$ cat src/rtl/condicionador_botoes.sv
// -----------------------------------------------------------------------------
// condicionador_botoes
// Conditions four raw push-buttons for the game datapath: synchronizes them,
// debounces press and release, and turns each accepted press into a single
// registered one-hot code plus a one-cycle pulse.
//
// Ports
//   clock         : system clock, rising edge active
//   reset         : asynchronous, active-low reset
//   habilita      : new presses are accepted only while high
//   botoes[3:0]   : raw asynchronous button levels (1 = pressed)
//   jogada[3:0]   : last accepted one-hot button code (holds until next one)
//   jogada_feita  : one-cycle pulse when jogada is updated
//   tem_jogada    : high while a registered press is held / being released
//   erro_multiplo : one-cycle pulse when a filtered press is not one-hot
//   db_estado[2:0]: current FSM state code (debug)
// -----------------------------------------------------------------------------
module condicionador_botoes #(
   parameter int unsigned DEBOUNCE_CICLOS = 2
) (
   input  logic       clock,
   input  logic       reset,
   input  logic       habilita,
   input  logic [3:0] botoes,
   output logic [3:0] jogada,
   output logic       jogada_feita,
   output logic       tem_jogada,
   output logic       erro_multiplo,
   output logic [2:0] db_estado
);

   typedef enum logic [2:0] {
      OCIOSO         = 3'd0,
      FILTRA_PRESS   = 3'd1,
      REGISTRA       = 3'd2,
      ESPERA_SOLTAR  = 3'd3,
      FILTRA_SOLTURA = 3'd4
   } estado_t;

   localparam logic [7:0] LIMITE = 8'(DEBOUNCE_CICLOS);

   // True when exactly one bit of the sample is set.
   function automatic logic e_one_hot(input logic [3:0] v);
      return (v != 4'd0) && ((v & (v - 4'd1)) == 4'd0);
   endfunction

   logic [3:0] sinc1_r;
   logic [3:0] sinc_r;
   estado_t    estado_r;
   estado_t    estado_s;
   logic [3:0] amostra_r;
   logic [3:0] amostra_s;
   logic [7:0] contador_r;
   logic [7:0] contador_s;
   logic [7:0] cont_inc_s;
   logic [3:0] jogada_r;
   logic [3:0] jogada_s;
   logic       feita_r;
   logic       feita_s;
   logic       erro_r;
   logic       erro_s;
   logic       tem_r;
   logic       tem_s;

   // Saturating increment: the counter sticks at 255 instead of wrapping.
   assign cont_inc_s = (contador_r == 8'hFF) ? 8'hFF : (contador_r + 8'd1);

   // Two-stage synchronizer for the asynchronous button levels.
   always_ff @(posedge clock or negedge reset) begin
      if (!reset) begin
         sinc1_r <= 4'd0;
         sinc_r  <= 4'd0;
      end else begin
         sinc1_r <= botoes;
         sinc_r  <= sinc1_r;
      end
   end

   // State, sample, counter and registered outputs.
   always_ff @(posedge clock or negedge reset) begin
      if (!reset) begin
         estado_r   <= OCIOSO;
         amostra_r  <= 4'd0;
         contador_r <= 8'd0;
         jogada_r   <= 4'd0;
         feita_r    <= 1'b0;
         erro_r     <= 1'b0;
         tem_r      <= 1'b0;
      end else begin
         estado_r   <= estado_s;
         amostra_r  <= amostra_s;
         contador_r <= contador_s;
         jogada_r   <= jogada_s;
         feita_r    <= feita_s;
         erro_r     <= erro_s;
         tem_r      <= tem_s;
      end
   end

   // Next-state and next-output logic. The register/error decision is taken
   // on the edge that enters REGISTRA, so the pulses and the new jogada are
   // visible during the REGISTRA cycle itself.
   always_comb begin
      estado_s   = estado_r;
      amostra_s  = amostra_r;
      contador_s = contador_r;
      jogada_s   = jogada_r;
      feita_s    = 1'b0;
      erro_s     = 1'b0;
      case (estado_r)
         OCIOSO: begin
            if (habilita && (sinc_r != 4'd0)) begin
               amostra_s  = sinc_r;
               contador_s = 8'd0;
               estado_s   = FILTRA_PRESS;
            end else begin
               estado_s   = OCIOSO;
            end
         end
         FILTRA_PRESS: begin
            if (!habilita) begin
               // Press abandoned: wait for release without registering.
               estado_s = ESPERA_SOLTAR;
            end else if (sinc_r == 4'd0) begin
               estado_s = OCIOSO;
            end else if (sinc_r != amostra_r) begin
               amostra_s  = sinc_r;
               contador_s = 8'd0;
            end else begin
               contador_s = cont_inc_s;
               if (cont_inc_s == LIMITE) begin
                  estado_s = REGISTRA;
                  if (e_one_hot(amostra_r)) begin
                     jogada_s = amostra_r;
                     feita_s  = 1'b1;
                  end else begin
                     erro_s   = 1'b1;
                  end
               end else begin
                  estado_s = FILTRA_PRESS;
               end
            end
         end
         REGISTRA: begin
            estado_s = ESPERA_SOLTAR;
         end
         ESPERA_SOLTAR: begin
            if (sinc_r == 4'd0) begin
               contador_s = 8'd0;
               estado_s   = FILTRA_SOLTURA;
            end else begin
               estado_s   = ESPERA_SOLTAR;
            end
         end
         FILTRA_SOLTURA: begin
            if (sinc_r != 4'd0) begin
               estado_s = ESPERA_SOLTAR;
            end else begin
               contador_s = cont_inc_s;
               if (cont_inc_s == LIMITE) begin
                  estado_s = OCIOSO;
               end else begin
                  estado_s = FILTRA_SOLTURA;
               end
            end
         end
         default: begin
            estado_s = OCIOSO;
         end
      endcase
      tem_s = (estado_s == REGISTRA) || (estado_s == ESPERA_SOLTAR) ||
              (estado_s == FILTRA_SOLTURA);
   end

   assign jogada        = jogada_r;
   assign jogada_feita  = feita_r;
   assign erro_multiplo = erro_r;
   assign tem_jogada    = tem_r;
   assign db_estado     = estado_r;

endmodule

$ cat config.mk
export PLATFORM = sky130hd
export DESIGN_NAME = condicionador_botoes
export DESIGN_NICKNAME = d
export VERILOG_FILES = /design/src/rtl/condicionador_botoes.sv
export SDC_FILE = /design/constraint.sdc
export NUM_CORES = 1
export LEC_CHECK = 0
export ABC_AREA = 1
export BUFFER_PORTS_ARGS = -buffer_cell sky130_fd_sc_hd__buf_2
export CAP_MARGIN = 40
export CELL_PAD_IN_SITES_DETAIL_PLACEMENT = 1
export CELL_PAD_IN_SITES_GLOBAL_PLACEMENT = 1
export CORE_MARGIN = 5
export CORE_UTILIZATION = 42
export CTS_BUF_LIST = sky130_fd_sc_hd__clkbuf_8 sky130_fd_sc_hd__clkbuf_16
export DETAILED_ROUTE_END_ITERATION = 12
export GPL_TIMING_DRIVEN = 1
export PLACE_DENSITY_LB_ADDON = 0.1
export SYNTH_ARGS = -nofsm -noshare
export SYNTH_HDL_FRONTEND = slang
export SYNTH_SLANG_ARGS = --single-unit
$ cat constraint.sdc
create_clock -name clock -period 2 [get_ports clock]
set_clock_uncertainty 0.2 [all_clocks]
set_input_delay 0.4 -clock clock [delete_from_list [all_inputs] [get_ports clock]]
set_output_delay 0.4 -clock clock [all_outputs]
set_load 0.02 [all_outputs]
==> summary.txt <==
GRT
  • First-pass GRT wire length: roughly 6500 µm
  • Pin count of the biggest net entering global routing: 31
  • Initial antenna violation count: 0
  • GRT Total Usage: between 10% and 20%
  • Met1 Track Usage GR: 19.7%
  • Top Usage Layer GRT: met2
  • Vias in the first global route: around 1.4k
  • Met2 usage in global routing: 29.1%
  • Met3 usage: between 4 and 5%
  • Grt ovf: 0

Power
  • Leakage: between 0.9 and 1 nW
  • Pwr dens: about 1200 nW/µm²
  • Worst IR Drop VDD: ~0.81 mV

Setup path
  • Setup crit start kind: register
  • Crit path kind: register to register
  • Crit path capture: jogada[3]$_DFFE_PN0P_
  • CP dominant cell by count: nand2_2
  • Levels on crit path: 11
  • Worst r2r dst: jogada[3]$_DFFE_PN0P_
  • Worst path cell trace: buf_4 > nand3_2 > o21ai_1 > nand3_1 > nor2_4 > nand2_2 > inv_2 > nand3_4 > inv_4 > nand2_2 > nand2_1
  • Crit-path leading delay family: simple AND/OR/NAND/NOR gates
  • Worst r2r path cells: 11
  • CP startpoint: contador_r[0]$_DFFE_PN0P_
  • Worst EP arrival: between 2 and 2.5 ns
  • FF-to-FF setup slack: approximately 0.0095 ns
  • Max incr delay on CP: roughly 0.40 ns
  • Worst R2R Start: contador_r[0]$_DFFE_PN0P_
  • Worst Path Max Fanout: 5
  • Critical path's slowest cell: dfrtp_1
  • Data required time at the worst endpoint: ~2.0 ns
  • CP endpoint kind: register
  • Buffers & Inverters on Critical Path: 3

Drt
  • Vias per Instance: about 5
  • Total wire length: roughly 3800 µm
  • Antenna-violating nets left: 0
  • Post-route DRC violation count: 0
  • Number of DRC markers in iteration 0: 47
  • Routed via count: approximately 1.3k
  • Detailed-router iteration count before antenna repair: 4
  • WL/cell: 14.6 µm

Clock network
  • Clk sinks: 30
  • Worst-case clock buffer depth: 2
  • H-tree depth: 2
  • Worst-Skew Late Latency: around 0.28 ns
  • CTS tree: done
  • CTS buffer count: 5
  • CTS root buffer: clkbuf_8
  • Clk slew on worst S/H paths: ~0.07 ns

Die
  • Die area: about 4800 µm²
  • Die width: a little under 70 µm
  • Core area: around 3400 µm²
  • Initial Util: 44.0%
  • Cell row count: 21
  • Ports: 17
  • Die H: 69.6 µm

Synthesis
  • Top cells by count, synth: nand2_1 (56), dfrtp_1 (30), nor2_1 (23)
  • Synth Register Bits: 30
  • Netlist cell types: 27
  • Synth area leaders: dfrtp_1 (50%), nand2_1 (14%), nor2_1 (5.8%)
  • Sequential area share after synthesis: 50.3%
  • Netlist Area Pre-Place: 1490 µm²
  • Number of synthesized flops with an enable pin: 0
  • Top FF cell, synth: dfrtp_1
  • Post-Syn Area per Cell: ~8.3 µm²
  • Syn_nets: roughly 190
  • Synth top area share: 50.3%
  • Leading area contributor after synthesis: dfrtp_1
  • FFs w/ async S/R, synth: 100%
  • Syn Inst Count: 179
  • Leading cell type by number of instances after synthesis: nand2_1
  • Syn. warnings: 0

Layout
  • Storage cell area: between 700 and 800 µm²
  • Area growth, synth to finish: 28.4%
  • Antenna cells: 0
  • Multi-input combinational cell area: between 700 and 800 µm²
  • Fillcell total: between 400 and 500
  • Nets: between 200 and 250
  • Share of cells above drive strength 1: between 30 and 40%

STA
  • Fmax: roughly 0.5 GHz
  • Final setup violation count: 0
  • Min cycle time layout: 1.99 ns
  • Hold_ws: about 0.023 ns
  • Final Cycle Share: 99.5%
  • Hold Vio Cnt, Final: 0
  • Fin. max-slew vios: 0
  • PnR worst setup slack: 0.00947 ns
  • Slew HR: around 56%
  • Unrepaired setup endpoints after global routing: yes
  • Slew @ Worst Pin: ~0.66 ns

Min path
  • Path type of the worst min-delay path: input port to register
  • Cell count of the worst hold path: 1

Placement
  • Port bufs: 16
  • Placement Setup Slack: around 0.0092 ns
  • DP HPWL: roughly 2600 µm
  • Placer Congestion: 0.836

Job
  • Max Cap Viol: 0

Run status
  • Status: complete, no violations
-- cells by family after synthesis --
group	count (synthesis)	synth area share, %
AOI/OAI and AO/OA	18	8.64
xor gates and xnor gates	4	2.35
adders and majority gates	1	0.839
buffers and inverters	22	5.62
DFF	30	50.3
muxes	4	3.02
and+or+nand+nor	100	29.2
-- worst min-delay path by stage --
stage | from | end | slack [ns]
6_report | botoes[3] | sinc1_r[3]$_DFF_PN0_ | 0.02
5_1_grt | botoes[0] | sinc1_r[0]$_DFF_PN0_ | 0.007
4_1_cts | botoes[3] | sinc1_r[3]$_DFF_PN0_ | 0.02
3_5_place_dp | sinc1_r[3]$_DFF_PN0_ | sinc_r[3]$_DFF_PN0_ | 0.14
3_3_place_gp | sinc1_r[1]$_DFF_PN0_ | sinc_r[1]$_DFF_PN0_ | 0.13
2_1_floorplan | reset | amostra_r[0]$_DFFE_PN0P_ | -0.1
-- repair_timing --
action,CTS,global route
buffers inserted,0,2
gates resized for setup,3,23
pin swaps,2,9
endpoints found under the setup margin,4,9
hold buffers,1,0
hold endpoints to repair,30,0
-- area by class of cell --
| type | instances | area share [%] |
|---|---|---|
| flip-flops and latches | 30 | 39.3 |
| well taps | 46 | 3.01 |
| inverters | 22 | 4.58 |
| clock inverters | 2 | 3.14 |
| multi-input cells | 127 | 37.8 |
| repair buffers | 25 | 7.84 |
| clock buffers | 6 | 4.31 |
-- per-layer routing --
layer	vias up	routed length [µm]
met5	-	0
met4	0	33
met3	5	133
met2	23	1940
met1	613	1650
li1	632	-
-- layout by cell type (no fill, tap or decap), drive strengths merged --
cell type	instances
nor2	25
and2	1
or2	1
bufinv	2
mux2	4
xnor2	1
a21boi	1
o21ai	4
ha	1
buf	24
xor2	3
nand3	11
nand2	59
o22ai	7
nor3	1
a311oi	1
nand4	2
inv	22
clkbuf	6
a21oi	4
dlygate4sd3	1
o21a	1
dfrtp	30
-- state kept, by name, indices dropped and copies added, names as in the netlist --
signal and cells:
db_estado 3, jogada_feita 1, erro_multiplo 1, jogada 4
contador_r 8, sinc_r 4, tem_jogada 1, amostra_r 4
sinc1_r 4
-- power breakdown --
part           leakage [nW]  switching [mW]  internal, mW
logic                 0.502           0.418         0.300
registers             0.380           0.102         0.694
clock network        0.0714           0.228         0.531
-- through the flow --
stage               setup TNS, ns  area, µm²  util [%]  total power, mW  std cells
global route               -0.401       1910      56.5             2.40        258
finish                          0       1910      56.5             2.27        258
CTS                             0       1840      54.4             2.28        256
floorplan                       0       1490         -             1.28        179
detailed placement              0       1670      49.4             1.51        247
global placement                0       1670      49.4             1.48        247
Power figures use the tool's default switching activity.
